**src/rtl/pipe_ctrl_v2_pkg.sv**
```systemverilog
// Shared encodings for the pipeline controller: opcodes, special instruction
// words, FSM states and control-bundle layouts.
package pipe_ctrl_v2_pkg;

  localparam logic [5:0] OP_RTYPE = 6'h00;
  localparam logic [5:0] OP_LW    = 6'h23;
  localparam logic [5:0] OP_SW    = 6'h2B;
  localparam logic [5:0] OP_BEQ   = 6'h04;
  localparam logic [5:0] OP_JMP   = 6'h02;

  localparam logic [31:0] NOP_WORD     = 32'h0000_0000;
  localparam logic [31:0] SYSCALL_WORD = 32'h0000_000C;
  localparam logic [31:0] HLT_WORD     = 32'hFFFF_FFFF;

  localparam int unsigned EX_W = 4;
  localparam int unsigned M_W  = 3;
  localparam int unsigned WB_W = 2;

  typedef enum logic [1:0] {
    ST_RESET = 2'd0,
    ST_RUN   = 2'd1,
    ST_DRAIN = 2'd2,
    ST_DONE  = 2'd3
  } state_t;

  typedef struct packed {
    logic [EX_W-1:0] ex;
    logic [M_W-1:0]  m;
    logic [WB_W-1:0] wb;
  } ctrl_t;

  localparam ctrl_t CTRL_NONE  = '0;
  localparam ctrl_t CTRL_RTYPE = '{ex: 4'b1100, m: 3'b000, wb: 2'b10};
  localparam ctrl_t CTRL_LW    = '{ex: 4'b0001, m: 3'b010, wb: 2'b11};
  localparam ctrl_t CTRL_SW    = '{ex: 4'b0001, m: 3'b001, wb: 2'b00};
  localparam ctrl_t CTRL_BEQ   = '{ex: 4'b0010, m: 3'b100, wb: 2'b00};

endpackage

```
**src/rtl/pipe_ctrl_v2_if.sv**
```systemverilog
// ID-stage side of the pipeline controller; PIPE_CTRL_PERF_EN adds the
// stall/flush performance counters to the bundle.
import pipe_ctrl_v2_pkg::*;

interface pipe_ctrl_v2_if #(
  parameter int INST_W = 32,
  parameter int REG_AW = 5
);
  logic [INST_W-1:0] instr_id;
  logic              branch_taken;
  logic              ex_mem_read;
  logic [REG_AW-1:0] ex_rt;
  logic [EX_W-1:0]   ctrl_ex;
  logic [M_W-1:0]    ctrl_m;
  logic [WB_W-1:0]   ctrl_wb;
  logic              pc_write;
  logic              ifid_write;
  logic              if_flush;
  logic              id_flush;
  logic              ex_flush;
  logic              done;
`ifdef PIPE_CTRL_PERF_EN
  logic [15:0]       stall_cnt;
  logic [15:0]       flush_cnt;

  modport master (
    output instr_id, branch_taken, ex_mem_read, ex_rt,
    input  ctrl_ex, ctrl_m, ctrl_wb, pc_write, ifid_write,
    input  if_flush, id_flush, ex_flush, done, stall_cnt, flush_cnt
  );
  modport slave (
    input  instr_id, branch_taken, ex_mem_read, ex_rt,
    output ctrl_ex, ctrl_m, ctrl_wb, pc_write, ifid_write,
    output if_flush, id_flush, ex_flush, done, stall_cnt, flush_cnt
  );
`else
  modport master (
    output instr_id, branch_taken, ex_mem_read, ex_rt,
    input  ctrl_ex, ctrl_m, ctrl_wb, pc_write, ifid_write,
    input  if_flush, id_flush, ex_flush, done
  );
  modport slave (
    input  instr_id, branch_taken, ex_mem_read, ex_rt,
    output ctrl_ex, ctrl_m, ctrl_wb, pc_write, ifid_write,
    output if_flush, id_flush, ex_flush, done
  );
`endif
endinterface

```
**src/rtl/pipe_hazard_unit.sv**
```systemverilog
// Combinational load-use detector: flags an ID instruction that reads the
// register a load currently in EX is about to write.
import pipe_ctrl_v2_pkg::*;

module pipe_hazard_unit #(
  parameter int INST_W = 32,
  parameter int REG_AW = 5
) (
  input  logic [INST_W-1:0] instr_id,
  input  logic              ex_mem_read,
  input  logic [REG_AW-1:0] ex_rt,
  output logic              hazard
);
  logic [5:0]        opcode;
  logic [REG_AW-1:0] rs;
  logic [REG_AW-1:0] rt;
  logic              reads_rt;
  logic              unused_low;

  assign opcode     = instr_id[INST_W-1 -: 6];
  assign rs         = instr_id[INST_W-7 -: REG_AW];
  assign rt         = instr_id[INST_W-7-REG_AW -: REG_AW];
  assign unused_low = ^instr_id[INST_W-7-2*REG_AW:0];

  // Only these formats actually source rt; for LW it is the destination.
  assign reads_rt = (opcode == OP_RTYPE) || (opcode == OP_SW) || (opcode == OP_BEQ);

  assign hazard = ex_mem_read && (ex_rt != '0) &&
                  ((ex_rt == rs) || ((ex_rt == rt) && reads_rt));

endmodule

```
**src/rtl/pipe_ctrl_v2.sv**
```systemverilog
// Single-issue pipeline controller: ID decode, load-use stall, branch/jump
// flush and HLT drain. Define PIPE_CTRL_PERF_EN for stall/flush counters.
import pipe_ctrl_v2_pkg::*;

module pipe_ctrl_v2 #(
  parameter int INST_W       = 32,
  parameter int REG_AW       = 5,
  parameter int DRAIN_CYCLES = 3
) (
  input logic           clk,
  input logic           rst,
  pipe_ctrl_v2_if.slave bus
);
  state_t      state, state_next;
  logic [3:0]  drain_cnt, drain_cnt_next;
  logic        hazard;
  logic [5:0]  opcode;
  ctrl_t       decoded;
  ctrl_t       ctrl;
  logic        is_hlt;

  pipe_hazard_unit #(
    .INST_W(INST_W),
    .REG_AW(REG_AW)
  ) u_hazard (
    .instr_id   (bus.instr_id),
    .ex_mem_read(bus.ex_mem_read),
    .ex_rt      (bus.ex_rt),
    .hazard     (hazard)
  );

  assign opcode = bus.instr_id[INST_W-1 -: 6];
  assign is_hlt = (bus.instr_id == INST_W'(HLT_WORD));

  always_comb begin
    decoded = CTRL_NONE;
    case (opcode)
      OP_RTYPE: begin
        if ((bus.instr_id != INST_W'(NOP_WORD)) && (bus.instr_id != INST_W'(SYSCALL_WORD)))
          decoded = CTRL_RTYPE;
      end
      OP_LW:   decoded = CTRL_LW;
      OP_SW:   decoded = CTRL_SW;
      OP_BEQ:  decoded = CTRL_BEQ;
      default: decoded = CTRL_NONE;
    endcase
  end

  always_ff @(posedge clk or posedge rst) begin
    if (rst) begin
      state     <= ST_RESET;
      drain_cnt <= '0;
    end else begin
      state     <= state_next;
      drain_cnt <= drain_cnt_next;
    end
  end

  always_comb begin
    state_next      = state;
    drain_cnt_next  = drain_cnt;
    ctrl            = CTRL_NONE;
    bus.pc_write    = 1'b0;
    bus.ifid_write  = 1'b0;
    bus.if_flush    = 1'b0;
    bus.id_flush    = 1'b0;
    bus.ex_flush    = 1'b0;
    bus.done        = 1'b0;
    case (state)
      ST_RUN: begin
        if (hazard) begin
          bus.id_flush = 1'b1;
        end else begin
          bus.pc_write   = 1'b1;
          bus.ifid_write = 1'b1;
          ctrl           = decoded;
          bus.if_flush   = ((opcode == OP_BEQ) && bus.branch_taken) || (opcode == OP_JMP);
          if (is_hlt) begin
            drain_cnt_next = 4'(DRAIN_CYCLES - 1);
            state_next     = ST_DRAIN;
          end
        end
      end
      ST_DRAIN: begin
        // EX/MEM is left running so instructions already past ID retire.
        bus.if_flush = 1'b1;
        bus.id_flush = 1'b1;
        if (drain_cnt == '0) state_next = ST_DONE;
        else                 drain_cnt_next = drain_cnt - 4'd1;
      end
      ST_DONE: begin
        bus.if_flush = 1'b1;
        bus.id_flush = 1'b1;
        bus.ex_flush = 1'b1;
        bus.done     = 1'b1;
      end
      default: begin
        bus.if_flush = 1'b1;
        bus.id_flush = 1'b1;
        bus.ex_flush = 1'b1;
        state_next   = (state == ST_RESET) ? ST_RUN : ST_RESET;
      end
    endcase
  end

  assign bus.ctrl_ex = ctrl.ex;
  assign bus.ctrl_m  = ctrl.m;
  assign bus.ctrl_wb = ctrl.wb;

`ifdef PIPE_CTRL_PERF_EN
  logic [15:0] stall_cnt, flush_cnt;

  always_ff @(posedge clk or posedge rst) begin
    if (rst) begin
      stall_cnt <= '0;
      flush_cnt <= '0;
    end else if (state == ST_RUN) begin
      if (hazard && (stall_cnt != '1))       stall_cnt <= stall_cnt + 16'd1;
      if (bus.if_flush && (flush_cnt != '1)) flush_cnt <= flush_cnt + 16'd1;
    end
  end

  assign bus.stall_cnt = stall_cnt;
  assign bus.flush_cnt = flush_cnt;
`endif

endmodule

```
**src/flat_wrapper.sv**
```systemverilog
// flat-port wrapper written by rule: the top's interface ports become plain ports
module pipe_ctrl_v2_flat 
#(
  parameter int INST_W       = 32,
  parameter int REG_AW       = 5,
  parameter int DRAIN_CYCLES = 3
)
  (clk, rst, bus_instr_id, bus_branch_taken, bus_ex_mem_read, bus_ex_rt, bus_ctrl_ex, bus_ctrl_m, bus_ctrl_wb, bus_pc_write, bus_ifid_write, bus_if_flush, bus_id_flush, bus_ex_flush, bus_done);
  pipe_ctrl_v2_if #(.INST_W(INST_W), .REG_AW(REG_AW)) bus_i ();
  input logic clk;
  input logic rst;
  input wire logic [$bits(bus_i.instr_id)-1:0] bus_instr_id;
  input wire logic [$bits(bus_i.branch_taken)-1:0] bus_branch_taken;
  input wire logic [$bits(bus_i.ex_mem_read)-1:0] bus_ex_mem_read;
  input wire logic [$bits(bus_i.ex_rt)-1:0] bus_ex_rt;
  output wire logic [$bits(bus_i.ctrl_ex)-1:0] bus_ctrl_ex;
  output wire logic [$bits(bus_i.ctrl_m)-1:0] bus_ctrl_m;
  output wire logic [$bits(bus_i.ctrl_wb)-1:0] bus_ctrl_wb;
  output wire logic [$bits(bus_i.pc_write)-1:0] bus_pc_write;
  output wire logic [$bits(bus_i.ifid_write)-1:0] bus_ifid_write;
  output wire logic [$bits(bus_i.if_flush)-1:0] bus_if_flush;
  output wire logic [$bits(bus_i.id_flush)-1:0] bus_id_flush;
  output wire logic [$bits(bus_i.ex_flush)-1:0] bus_ex_flush;
  output wire logic [$bits(bus_i.done)-1:0] bus_done;
  assign bus_i.instr_id = bus_instr_id;
  assign bus_i.branch_taken = bus_branch_taken;
  assign bus_i.ex_mem_read = bus_ex_mem_read;
  assign bus_i.ex_rt = bus_ex_rt;
  assign bus_ctrl_ex = bus_i.ctrl_ex;
  assign bus_ctrl_m = bus_i.ctrl_m;
  assign bus_ctrl_wb = bus_i.ctrl_wb;
  assign bus_pc_write = bus_i.pc_write;
  assign bus_ifid_write = bus_i.ifid_write;
  assign bus_if_flush = bus_i.if_flush;
  assign bus_id_flush = bus_i.id_flush;
  assign bus_ex_flush = bus_i.ex_flush;
  assign bus_done = bus_i.done;
  pipe_ctrl_v2 #(.INST_W(INST_W), .REG_AW(REG_AW), .DRAIN_CYCLES(DRAIN_CYCLES)) u_core (.clk(clk), .rst(rst), .bus(bus_i));
endmodule
```
**config.mk**
```make
export PLATFORM = sky130hd
export DESIGN_NAME = pipe_ctrl_v2_flat
export DESIGN_NICKNAME = d
export VERILOG_FILES = /design/src/rtl/pipe_ctrl_v2_pkg.sv /design/src/rtl/pipe_ctrl_v2_if.sv /design/src/rtl/pipe_hazard_unit.sv /design/src/rtl/pipe_ctrl_v2.sv /design/src/flat_wrapper.sv
export SDC_FILE = /design/constraint.sdc
export NUM_CORES = 1
export LEC_CHECK = 0
export BUFFER_PORTS_ARGS = -buffer_cell sky130_fd_sc_hd__buf_2
export CELL_PAD_IN_SITES_DETAIL_PLACEMENT = 1
export CELL_PAD_IN_SITES_GLOBAL_PLACEMENT = 2
export CORE_UTILIZATION = 19
export CTS_CLUSTER_DIAMETER = 80
export DETAILED_ROUTE_END_ITERATION = 12
export GPL_TIMING_DRIVEN = 0
export PLACE_DENSITY_LB_ADDON = 0.1
export REMOVE_ABC_BUFFERS = 1
export SETUP_SLACK_MARGIN = 0.2
export SLEW_MARGIN = 20
export SYNTH_ARGS = -nofsm -noshare
export SYNTH_HDL_FRONTEND = slang
export SYNTH_SLANG_ARGS = --single-unit
```
**constraint.sdc**
```tcl
create_clock -name clk -period 1.84 [get_ports clk]
set_input_delay 0.276 -clock clk [delete_from_list [all_inputs] [get_ports clk]]
set_output_delay 0.276 -clock clk [all_outputs]
set_load 0.005 [all_outputs]
```
==> qor.txt <==
Status -> finished with violations
Violated checks -> setup timing
DPL Wire Length -> 2614 um
Max IR drop VDD -> 170.3 uV
Achievable Freq -> 457.8 MHz
# placed instances -> 210
Setup crit start kind -> primary input
CP Max Fanout -> 8
Worst skew pair latency -> 0.22 ns
Vias in the first global route -> 1132
Tcrit/Tclk final -> 118.7%
Die width -> 69.31 um
Final Core Density -> 31.06%
Max clock buf depth -> 2
Kind of critical path -> primary input to output port
Drt via density -> 4.824
Hold WC Path Type -> primary input to async pin
Syn Area/Cell -> 7.897 um2
Flops & latches, synth -> 6
Area added between synthesis and finish -> 57.12%
Final WS setup -> -0.3444 ns
Crit. End Element -> output port
DRC Markers -> 0
Htree depth -> 1
Largest net degree at the start of global routing -> 11
Worst reg-to-reg setup slack -> 0.11 ns
Detailed Routing Iterations Pass 1 -> 4
Ports -> 56
Total of max-cap violations -> 0
Largest cells by area after synthesis -> dfrtp_1 17%, nor4_1 9.4%, ha_1 8.7%
Skew final -> 0.0003805 ns
N_diodes -> 0
Routed Antenna Nets -> 0
Setup violators final -> 13
P_leak -> 0.0005942 uW
Min Tclk post-route -> 2.184 ns
Yosys top cell by area -> dfrtp_1
Port buffer count -> 55
Share of post-route cells with drive strength above 1 -> 47.93%
CORE AREA -> 4354 um2
Starting Density -> 19.77%
Total negative setup slack -> -3.671 ns
RSZ-0062 raised after global routing -> yes
# clock sinks -> 6
Post-synth cell types -> 34
Slew headroom -> 65.07%
Pre-CTS WS -> -0.5195 ns
Mapped cell area -> 860.8 um2
Hold_ws -> 0.5158 ns
Final Max Tran Viols -> 0
Clock-pin slew on the worst setup and hold paths -> 0.04 ns
Critical path data arrival time -> 1.91 ns
Vias -> 1066
Initial antenna violation count -> 0
PD cells -> 348.3 nW/um2
Chip Height -> 69.31 um
FP Rows -> 24
Cells after Synth -> 109
Worst Reg2Reg Path Length in Cells -> 6
Finished Layout Cells -> 221
Routability congestion estimate -> 0.7029
Overflow after GRT -> 0
TritonCTS clock tree -> built
CP required -> 1.56 ns
Seq/Total Area, Yosys -> 17.44%
Fin. Hold Viols -> 0
Total GRT Usage -> 13.14%
CTS Root Cell -> clkbuf_8
Slew @ Worst Pin -> 0.5185 ns
Nets -> 218
Global-route wire length before repair -> 5119 um
Total length of routed wires -> 3027 um
Syn. warnings -> 0
Die area -> 4804 um2
Synth top area share -> 17.44%
Drt wl/cell -> 13.70 um
DRT iter0 DRCs -> 37
Num CTS Buffers -> 3
-- worst max-delay path, stage by stage --
cell,delay [ns]
buf_8,0.10
or4_4,0.53
o21ai_4,0.19
a21oi_2,0.05
a21oi_2,0.20
nand2_4,0.13
and4bb_2,0.31
buf_2,0.11
-- per-layer routing --
metal	GRT usage (%)	up-vias	routed length, um
li1	-	527	-
met4	4.082	0	34
met2	24.60	34	1591
met1	15.19	501	1230
met5	0	-	0
met3	1.890	4	171
-- cell usage after synthesis, drive strengths merged --
library cell  instances
nor4                 14
inv                  10
nand3                 8
nand4                 8
xnor2                 8
nand2                 7
dfrtp                 6
ha                    6
buf                   5
mux2i                 5
a21oi                 4
nor3                  3
o21ai                 3
xor2                  3
a31oi                 2
nor2                  2
or3                   2
or4                   2
a2111oi               1
a22o                  1
a41o                  1
and2                  1
and4bb                1
clkbuf                1
nand2b                1
nand3b                1
o31a                  1
o31ai                 1
or2                   1
-- per-stage QoR --
step           instance area (um2)  total power (uW)
2_1_floorplan                822.0             174.4
3_3_place_gp                  1162             250.6
3_5_place_dp                  1162             252.4
4_1_cts                       1318             475.1
5_1_grt                       1353             495.6
6_report                      1353             471.1
-- kinds of logic (layout without fill, tap and decap cells) --
kind of cell | Yosys count | in the layout | synth area share (%)
AOI/OAI and AO/OA | 14 | 14 | 12.64
xor gates and xnor gates | 11 | 11 | 11.19
adders and majority gates | 6 | 6 | 8.721
buffers and inverters | 16 | 76 | 8.866
DFF | 6 | 6 | 17.44
muxes | 5 | 5 | 5.814
and+or+nand+nor | 51 | 51 | 35.32
-- registers in the layout, indices dropped and copies added, names as in the netlist --
name	count
u_core.drain_cnt	4
u_core.state	2
-- where the power goes --
| part | internal, uW | leakage (uW) | switching, uW |
|---|---|---|---|
| clock | 141 | 0.0000216 | 62.2 |
| combinational | 65.4 | 0.000510 | 69.9 |
| sequential | 133 | 0.0000629 | 0 |
| total | 339 | 0.000594 | 132 |
-- area by class of cell --
type                            count  area (um2)
Sequential cell                     6       150.1
Clock buffer                        3       41.29
Inverter                           10       37.54
Timing Repair Buffer               63       354.1
Fill cell                         543        3002
Tap cell                           52       65.06
Multi-Input combinational cell     87       704.4
-- worst paths after layout --
path                                     startpoint                  end
worst max-delay path                   bus_ex_rt[4]        bus_ctrl_m[2]
worst min-delay path                            rst  u_core.drain_cnt[0]
worst max register to register      u_core.state[0]  u_core.drain_cnt[2]
worst min register to register  u_core.drain_cnt[3]  u_core.drain_cnt[3]
max in group asynchronous                       rst      u_core.state[1]
min in group clk                u_core.drain_cnt[3]  u_core.drain_cnt[3]
-- what timing repair did --
action	in CTS	in global routing
endpoints found under the setup margin	19	20
pin swaps	7	4
gates resized for setup	13	4
setup buffers	5	2
hold endpoints to repair	6	0
hold buffers	1	0
-- layout by cell type (no fill, tap or decap), types with 2 or more instances in the layout --
| cell | n |
|---|---|
| nor4_1 | 10 |
| or3_1 | 2 |
| a31oi_1 | 2 |
| nand2_1 | 6 |
| ha_1 | 4 |
| nand4_1 | 8 |
| nand3_1 | 8 |
| nor4_4 | 3 |
| buf_4 | 7 |
| nor2_1 | 2 |
| a21oi_1 | 2 |
| xnor2_1 | 8 |
| xor2_1 | 3 |
| dfrtp_1 | 6 |
| buf_2 | 53 |
| nor3_1 | 3 |
| clkbuf_8 | 3 |
| mux2i_1 | 5 |
| ha_2 | 2 |
| a21oi_2 | 2 |
| inv_1 | 10 |
No activity file was read; power rests on OpenSTA's default activity.
